$ cat config.mk
export PLATFORM = sky130hd
export DESIGN_NAME = multicycle_ctrl
export DESIGN_NICKNAME = d
export VERILOG_FILES = /design/src/rtl/multicycle_ctrl.sv
export SDC_FILE = /design/constraint.sdc
export NUM_CORES = 1
export LEC_CHECK = 0
export CAP_MARGIN = 20
export CORE_MARGIN = 5
export CORE_UTILIZATION = 50
export DETAILED_ROUTE_END_ITERATION = 10
export HOLD_SLACK_MARGIN = 0.06
export PLACE_DENSITY_LB_ADDON = 0.08
export SYNTH_ARGS = -nofsm -noshare
export SYNTH_HDL_FRONTEND = slang
export SYNTH_SLANG_ARGS = --single-unit
$ cat constraint.sdc
create_clock -name clk_i -period 2.1 [get_ports clk_i]
set_input_delay 0.21 -clock clk_i [delete_from_list [all_inputs] [get_ports clk_i]]
set_output_delay 0.21 -clock clk_i [all_outputs]
set_load 0.02 [all_outputs]
$ cat src/rtl/multicycle_ctrl.sv
// -----------------------------------------------------------------------------
// multicycle_ctrl
//
// Control FSM for a multi-cycle datapath that shares one PC, IR, register file
// and ALU. Each instruction walks through FETCH -> DECODE -> EXEC and finishes
// in either WB (register-writing and illegal instructions) or BRANCH (BEQ/BNE).
// With a zero-wait instruction memory, every instruction takes 4 cycles.
//
// Parameters
//   CNT_W    width of the retired-instruction counter (wraps modulo 2^CNT_W)
//   TIMEOUT  FETCH wait cycles without imem_ready_i before fetch_err_o is set;
//            0 disables the timeout
//
// Ports
//   clk_i         in   clock, rising edge
//   rst_i         in   synchronous reset, active-high; aborts any instruction
//   halt_i        in   holds the FSM in FETCH without issuing a request
//   imem_ready_i  in   instruction memory data valid this cycle
//   instr_op_i    in   opcode field of IR, sampled in DECODE
//   zero_i        in   ALU zero flag, sampled in BRANCH
//   imem_req_o    out  instruction fetch request
//   IR_write_o    out  load IR from imem (1-cycle pulse)
//   PC_write_o    out  update PC (1-cycle pulse, WB or BRANCH)
//   PC_src_o      out  0: PC+4, 1: branch target; valid while PC_write_o=1
//   RegWrite_o    out  register file write enable (1-cycle pulse in WB)
//   ALU_op_o      out  decoded ALU operation, held until the next DECODE
//   ALUSrc_o      out  1: immediate operand
//   RegDst_o      out  1: rd destination (R-type)
//   Branch_o      out  current instruction is BEQ/BNE
//   illegal_o     out  sticky: an unknown opcode was decoded
//   fetch_err_o   out  sticky: a fetch timeout occurred
//   state_o       out  current FSM state (debug)
//   retired_o     out  retired-instruction count
//
// Fetch handshake: the request is imem_req_o. A transfer happens in any cycle
// where imem_req_o and imem_ready_i are both 1; IR_write_o marks that cycle and
// the FSM advances to DECODE on the following edge. imem_ready_i without
// imem_req_o (halted, or outside FETCH) carries no data and is ignored.
// -----------------------------------------------------------------------------
module multicycle_ctrl #(
   parameter int CNT_W   = 32,
   parameter int TIMEOUT = 15
) (
   input  logic             clk_i,
   input  logic             rst_i,
   input  logic             halt_i,
   input  logic             imem_ready_i,
   input  logic [5:0]       instr_op_i,
   input  logic             zero_i,
   output logic             imem_req_o,
   output logic             IR_write_o,
   output logic             PC_write_o,
   output logic             PC_src_o,
   output logic             RegWrite_o,
   output logic [2:0]       ALU_op_o,
   output logic             ALUSrc_o,
   output logic             RegDst_o,
   output logic             Branch_o,
   output logic             illegal_o,
   output logic             fetch_err_o,
   output logic [2:0]       state_o,
   output logic [CNT_W-1:0] retired_o
);

   // ---------------------------------------------------------------------------
   // State encoding (visible on state_o)
   // ---------------------------------------------------------------------------
   typedef enum logic [2:0] {
      S_FETCH  = 3'd0,
      S_DECODE = 3'd1,
      S_EXEC   = 3'd2,
      S_WB     = 3'd3,
      S_BRANCH = 3'd4
   } state_t;

   // Opcodes
   localparam logic [5:0] OP_RTYPE = 6'b000000;
   localparam logic [5:0] OP_ADDI  = 6'b001000;
   localparam logic [5:0] OP_SLTIU = 6'b001011;
   localparam logic [5:0] OP_BEQ   = 6'b000100;
   localparam logic [5:0] OP_LUI   = 6'b001111;
   localparam logic [5:0] OP_ORI   = 6'b001101;
   localparam logic [5:0] OP_BNE   = 6'b000101;

   // ALU operation codes
   localparam logic [2:0] ALU_RTYPE = 3'd0;
   localparam logic [2:0] ALU_ADDI  = 3'd1;
   localparam logic [2:0] ALU_SLTIU = 3'd2;
   localparam logic [2:0] ALU_BEQ   = 3'd3;
   localparam logic [2:0] ALU_LUI   = 3'd4;
   localparam logic [2:0] ALU_ORI   = 3'd5;
   localparam logic [2:0] ALU_BNE   = 3'd6;

   // Wait counter only needs to reach TIMEOUT-1; it clears when it would
   // reach TIMEOUT. Keep at least one bit so TIMEOUT=0 still elaborates.
   localparam int WAIT_W = (TIMEOUT > 1) ? $clog2(TIMEOUT) : 1;
   localparam logic [WAIT_W-1:0] WAIT_LAST =
      (TIMEOUT > 0) ? WAIT_W'(TIMEOUT - 1) : '0;

   state_t            state;
   logic [WAIT_W-1:0] wait_cnt;
   logic              instr_illegal;   // current instruction retires as a NOP

   // ---------------------------------------------------------------------------
   // Opcode decode (combinational, latched into the field registers in DECODE)
   // ---------------------------------------------------------------------------
   logic [2:0] dec_alu_op;
   logic       dec_alu_src;
   logic       dec_reg_dst;
   logic       dec_branch;
   logic       dec_illegal;

   always_comb begin
      dec_alu_op  = ALU_RTYPE;
      dec_alu_src = 1'b0;
      dec_reg_dst = 1'b0;
      dec_branch  = 1'b0;
      dec_illegal = 1'b0;
      case (instr_op_i)
         OP_RTYPE: begin
            dec_alu_op  = ALU_RTYPE;
            dec_reg_dst = 1'b1;
         end
         OP_ADDI: begin
            dec_alu_op  = ALU_ADDI;
            dec_alu_src = 1'b1;
         end
         OP_SLTIU: begin
            dec_alu_op  = ALU_SLTIU;
            dec_alu_src = 1'b1;
         end
         OP_BEQ: begin
            dec_alu_op  = ALU_BEQ;
            dec_branch  = 1'b1;
         end
         OP_LUI: begin
            dec_alu_op  = ALU_LUI;
            dec_alu_src = 1'b1;
         end
         OP_ORI: begin
            dec_alu_op  = ALU_ORI;
            dec_alu_src = 1'b1;
         end
         OP_BNE: begin
            dec_alu_op  = ALU_BNE;
            dec_branch  = 1'b1;
         end
         default: begin
            // Unknown opcode: all fields zero, flagged as illegal.
            dec_illegal = 1'b1;
         end
      endcase
   end

   // ---------------------------------------------------------------------------
   // Fetch handshake and branch direction
   // ---------------------------------------------------------------------------
   // The request and the IR load must track halt_i/imem_ready_i in the same
   // cycle, so they are decoded from the state register rather than latched.
   logic fetch_active;
   logic fetch_done;

   assign fetch_active = (state == S_FETCH) && !halt_i;
   assign fetch_done   = fetch_active && imem_ready_i;

   assign imem_req_o = fetch_active;
   assign IR_write_o = fetch_done;

   // zero_i is only meaningful while the ALU compares in BRANCH; BEQ takes the
   // branch on equality, BNE (the only other branch) on inequality.
   assign PC_src_o = (state == S_BRANCH) &&
                     ((ALU_op_o == ALU_BEQ) ? zero_i : ~zero_i);

   assign state_o = state;

   // ---------------------------------------------------------------------------
   // FSM with registered outputs
   // ---------------------------------------------------------------------------
   always_ff @(posedge clk_i) begin
      if (rst_i) begin
         state         <= S_FETCH;
         wait_cnt      <= '0;
         instr_illegal <= 1'b0;
         PC_write_o    <= 1'b0;
         RegWrite_o    <= 1'b0;
         ALU_op_o      <= ALU_RTYPE;
         ALUSrc_o      <= 1'b0;
         RegDst_o      <= 1'b0;
         Branch_o      <= 1'b0;
         illegal_o     <= 1'b0;
         fetch_err_o   <= 1'b0;
         retired_o     <= '0;
      end else begin
         // Write pulses last exactly one cycle (the WB/BRANCH cycle).
         PC_write_o <= 1'b0;
         RegWrite_o <= 1'b0;

         case (state)
            S_FETCH: begin
               if (fetch_done) begin
                  state    <= S_DECODE;
                  wait_cnt <= '0;
               end else if (fetch_active && (TIMEOUT > 0)) begin
                  // Keep requesting after a timeout; the error is sticky and
                  // the count restarts for the next window.
                  if (wait_cnt == WAIT_LAST) begin
                     fetch_err_o <= 1'b1;
                     wait_cnt    <= '0;
                  end else begin
                     wait_cnt <= wait_cnt + WAIT_W'(1);
                  end
               end
            end

            S_DECODE: begin
               ALU_op_o      <= dec_alu_op;
               ALUSrc_o      <= dec_alu_src;
               RegDst_o      <= dec_reg_dst;
               Branch_o      <= dec_branch;
               instr_illegal <= dec_illegal;
               if (dec_illegal) begin
                  illegal_o <= 1'b1;
               end
               state <= S_EXEC;
            end

            S_EXEC: begin
               // Pulses for the final cycle are set here so they are registered
               // and line up with the WB/BRANCH state.
               PC_write_o <= 1'b1;
               if (Branch_o) begin
                  state <= S_BRANCH;
               end else begin
                  state      <= S_WB;
                  RegWrite_o <= !instr_illegal;
               end
            end

            S_WB, S_BRANCH: begin
               retired_o <= retired_o + CNT_W'(1);
               wait_cnt  <= '0;
               state     <= S_FETCH;
            end

            default: begin
               state <= S_FETCH;
            end
         endcase
      end
   end

endmodule
==> results of run 1 <==
flip-flops by register name, indices dropped and copies added (netlist names), 3 cells and up:
name / count
retired_o: 32
ALU_op_o: 3
wait_cnt: 4
state_o: 3
worst max-delay path by stage:
stage / depth (start not counted) / start / end
floorplan: 6 / state_o[2] / retired_o[31]
global placement: 5 / halt_i / IR_write_o
detailed placement: 5 / halt_i / IR_write_o
CTS: 3 / state_o[2] / PC_src_o
global route: 4 / state_o[0] / IR_write_o
finish: 4 / state_o[1] / IR_write_o
what timing repair did:
item                                    CTS  global route
endpoints found under the setup margin    3             2
buffers inserted                          0             1
hold buffers                              0             0
resized for setup                         3             1
cell usage after synthesis (3+ instances only):
cell type  count
nor4_1         4
o21ai_0        9
nor2_1        22
nand4_1        7
clkbuf_1      11
or3_1          7
nor2b_1        6
buf_2          9
nand2_1       20
o2111ai_1      5
ha_1           3
nand3_1        9
dfxtp_1       50
inv_1          8
and3_1         5
a21oi_1       35
o211ai_1       6
nor3_1         5
and4_1         5
xor2_1         8
or4_1         18
o22ai_1        3
and2_1         3
o31ai_1       17
kinds of logic after synthesis:
| group | Yosys count | share of synthesized area [%] |
|---|---|---|
| simple gates | 123 | 28.8 |
| compound gates | 83 | 20.4 |
| flops | 50 | 39.4 |
| buf+inv | 30 | 5.47 |
| xor+xnor | 9 | 3.11 |
| mux | 3 | 1.28 |
| fa+ha+maj | 3 | 1.48 |
through the flow:
stage	hold slack (ns)	total power, W	util (%)	worst slack, ns	cells
after global routing	0.468	0.00179	65.9	0.0234	429
after global placement	0.436	0.00116	63.8	0.0554	420
after detailed placement	0.435	0.00116	63.8	0.0326	420
after floorplan	0.371	0.00109	-	0.221	301
final	0.449	0.00172	65.9	0.130	429
after CTS	0.451	0.00174	65.7	0.00577	428
final cells by class:
cell class	instances	area (um2)	share of cell area (%)
Multi-Input combinational cell	221	1400	42.5
Sequential cell	50	1000	30.3
Timing Repair Buffer	72	684	20.7
Tap cell	70	87.6	2.65
Clock buffer	6	82.6	2.50
Inverter	8	30.0	0.909
Clock inverter	2	12.5	0.379
layer usage:
metal / wire [um] / vias to the layer above / part of all wire [%]
li1: - / 1247 / -
met1: 2840 / 1134 / 47
met2: 2950 / 36 / 49
met3: 155 / 7 / 2.6
met4: 74 / 0 / 1.2
met5: 0 / - / 0
where the power goes:
part | leakage (nW) | internal, W | total (W) | switching, W
registers | 0.403 | 0.000959 | 0.000974 | 0.0000146
clock network | 0.0472 | 0.000265 | 0.000589 | 0.000324
logic | 0.679 | 0.0000731 | 0.000160 | 0.0000868
total | 1.13 | 0.00130 | 0.00172 | 0.000426
critical path, cell delays in order (launching register included):
cell and delay (ns):
dfxtp_1 0.41, or4_1 0.55, inv_1 0.08, and2_1 0.12, clkdlybuf4s15_1 0.29
==> results_tabular.tex, run 1 <==
\begin{tabular}{lr}
\hline
Metric & Value \\
\hline
\multicolumn{2}{l}{\textbf{Status}} \\
Status & finished clean \\
\multicolumn{2}{l}{\textbf{Floorplan}} \\
Height of the die & around 81 um \\
Starting density of the core & roughly half \\
\# rows & 26 \\
Width of the die & between 80 and 90 um \\
Core region area & between 5000 and 6000 um2 \\
Total die area & approximately 6600 um2 \\
Boundary pin count & 59 \\
\multicolumn{2}{l}{\textbf{Place}} \\
Global placement routability congestion & 0.848 \\
Number of I/O port buffers & 58 \\
Half-perimeter wire length after detailed placement & 4.32 mm \\
Placed inst area & $\sim$3200 um2 \\
\multicolumn{2}{l}{\textbf{Critical path}} \\
Worst R2R Start & state\_o[2] \\
Critical path required time & 1.89 ns \\
Setup Crit Path Kind & reg -> out \\
R2R cell count & 6 \\
Category of the worst setup path capture point & output port \\
Kind of start point of the critical path & flip-flop \\
Max FO, Critical Path & 9 \\
Data arrival time of the worst path & between 1.5 and 2 ns \\
Flop2flop setup slack & roughly 0.22 ns \\
Endpoint of the worst-slack reg-to-reg timing path & retired\_o[30] \\
\multicolumn{2}{l}{\textbf{Pwr}} \\
Max VDD drop & roughly 0.45 mV \\
LEAKAGE & between 1 and 1.5 nW \\
Ratio of total power to cell area & 522 nW/um2 \\
\multicolumn{2}{l}{\textbf{Cells and area}} \\
Final Instance Area & roughly 3300 um2 \\
Total of fill cells in the finished design & 490 \\
Share of final-layout standard cells stronger than drive strength 1 & under 10\% \\
Net count reported at finish & 372 \\
Most common cell after layout, fill and taps aside & clkdlybuf4s50\_1 \\
Antenna diode instance count & 0 \\
Commonest cells after routing, fill and taps aside & clkdlybuf4s50\_1, dfxtp\_1, a21oi\_1 \\
Area added between synthesis and finish & 30.1\% \\
\multicolumn{2}{l}{\textbf{Clocking}} \\
Num CTS Buffers & 5 \\
Clock Sinks & 50 \\
Clock Pin Slew Worst Setup and Hold Paths & about 0.090 ns \\
CTS Buffer Depth & 2 \\
Master cell of the clock root buffer & clkbuf\_8 \\
CTS tree & yes \\
Clock Latency Late Sink & 0.30 ns \\
Htree depth & 2 \\
\multicolumn{2}{l}{\textbf{Synth}} \\
Most used flip-flop cell after synthesis & dfxtp\_1 \\
Post-Synthesis Net Count & approximately 320 \\
Sequential element share of the synthesized area & 39.4\% \\
Main area contributors after synthesis & dfxtp\_1, a21oi\_1, or4\_1 \\
Synth Cell Area & 2540 um2 \\
Post-synth top area share & 39.4\% \\
Cell type with the highest aggregate area in the netlist & dfxtp\_1 \\
Number of distinct library cell variants in the gate-level netlist after synthesis & 45 \\
Syn Inst Count & $\sim$300 \\
Number of enable-type register cells in the synthesized netlist & 0 \\
Fraction of registers with async set or reset after synthesis & 0\% \\
Synthesized flop and latch total & 50 \\
Number of warning messages in the yosys log & 0 \\
Post-Synthesis Mean Instance Area & 8.43 um2 \\
\multicolumn{2}{l}{\textbf{Detailed routing}} \\
Detailed router's first-iteration violation count & around 100 \\
Count of antenna-violating nets left after detailed routing & 0 \\
Detail-routed via count per cell & between 5 and 6 \\
Vias after detailed routing & 2424 \\
Number of detailed-routing iterations run before antenna repair & 4 \\
Mean routed wirelength per cell & 14.0 um \\
Total length of routed wires & 6.02 mm \\
Residual DRC count & 0 \\
\multicolumn{2}{l}{\textbf{GRT}} \\
Met3 Use GR & under 10\% \\
Vias in the first global route & 2237 \\
Overall Global Routing Usage & between 10\% and 20\% \\
Largest net degree at the start of global routing & 26 \\
Antenna violations before repair & 0 \\
GR met2 Demand/Resource & a little under a third \\
Grt ovf & 0 \\
GR Layer Usage met1 & 24.5\% \\
Grt peak-use layer & met2 \\
First-pass GRT wire length & between 9 and 10 mm \\
\multicolumn{2}{l}{\textbf{Timing}} \\
Max Clk Rate & 0.508 GHz \\
Final hold violation count & 0 \\
RSZ-0062 raised after global routing & no \\
Transition time at the pin with the least slew margin & 0.448 ns \\
Largest clock skew in the final design & $\sim$0.005 ns \\
Final-report setup violation count & 0 \\
Final period util & between 90\% and 100\% \\
Slew HR & 70.0\% \\
Pins over their slew limit & 0 \\
Clock period minus worst slack & about 2.0 ns \\
Final TNS setup & 0 ns \\
\multicolumn{2}{l}{\textbf{Hold path}} \\
Worst min-delay path class & reg -> reg \\
Worst Hold Path Cells & 1 \\
Worst-case hold path end point & RegWrite\_o \\
Launch point of the worst hold path & instr\_illegal \\
\multicolumn{2}{l}{\textbf{Flow run}} \\
Max-cap violation count & 0 \\
\hline
\end{tabular}
No activity file was read; power rests on OpenSTA's default activity.
==> run 2: changes to the inputs <==
--- a/config.mk
+++ b/config.mk
@@ -14,3 +14,4 @@
 export SYNTH_ARGS = -nofsm -noshare
 export SYNTH_HDL_FRONTEND = slang
 export SYNTH_SLANG_ARGS = --single-unit
+export TNS_END_PERCENT = 10
==> results of run 2 <==
Final layout, timing and power as in run 1 (identical DEF).
==> run 3: changes to the inputs <==
--- a/config.mk
+++ b/config.mk
@@ -9,7 +9,6 @@
 export CORE_MARGIN = 5
 export CORE_UTILIZATION = 50
 export DETAILED_ROUTE_END_ITERATION = 10
-export HOLD_SLACK_MARGIN = 0.06
 export PLACE_DENSITY_LB_ADDON = 0.08
 export SYNTH_ARGS = -nofsm -noshare
 export SYNTH_HDL_FRONTEND = slang
==> results of run 3 <==
Final layout, timing and power as in run 1 (identical DEF).
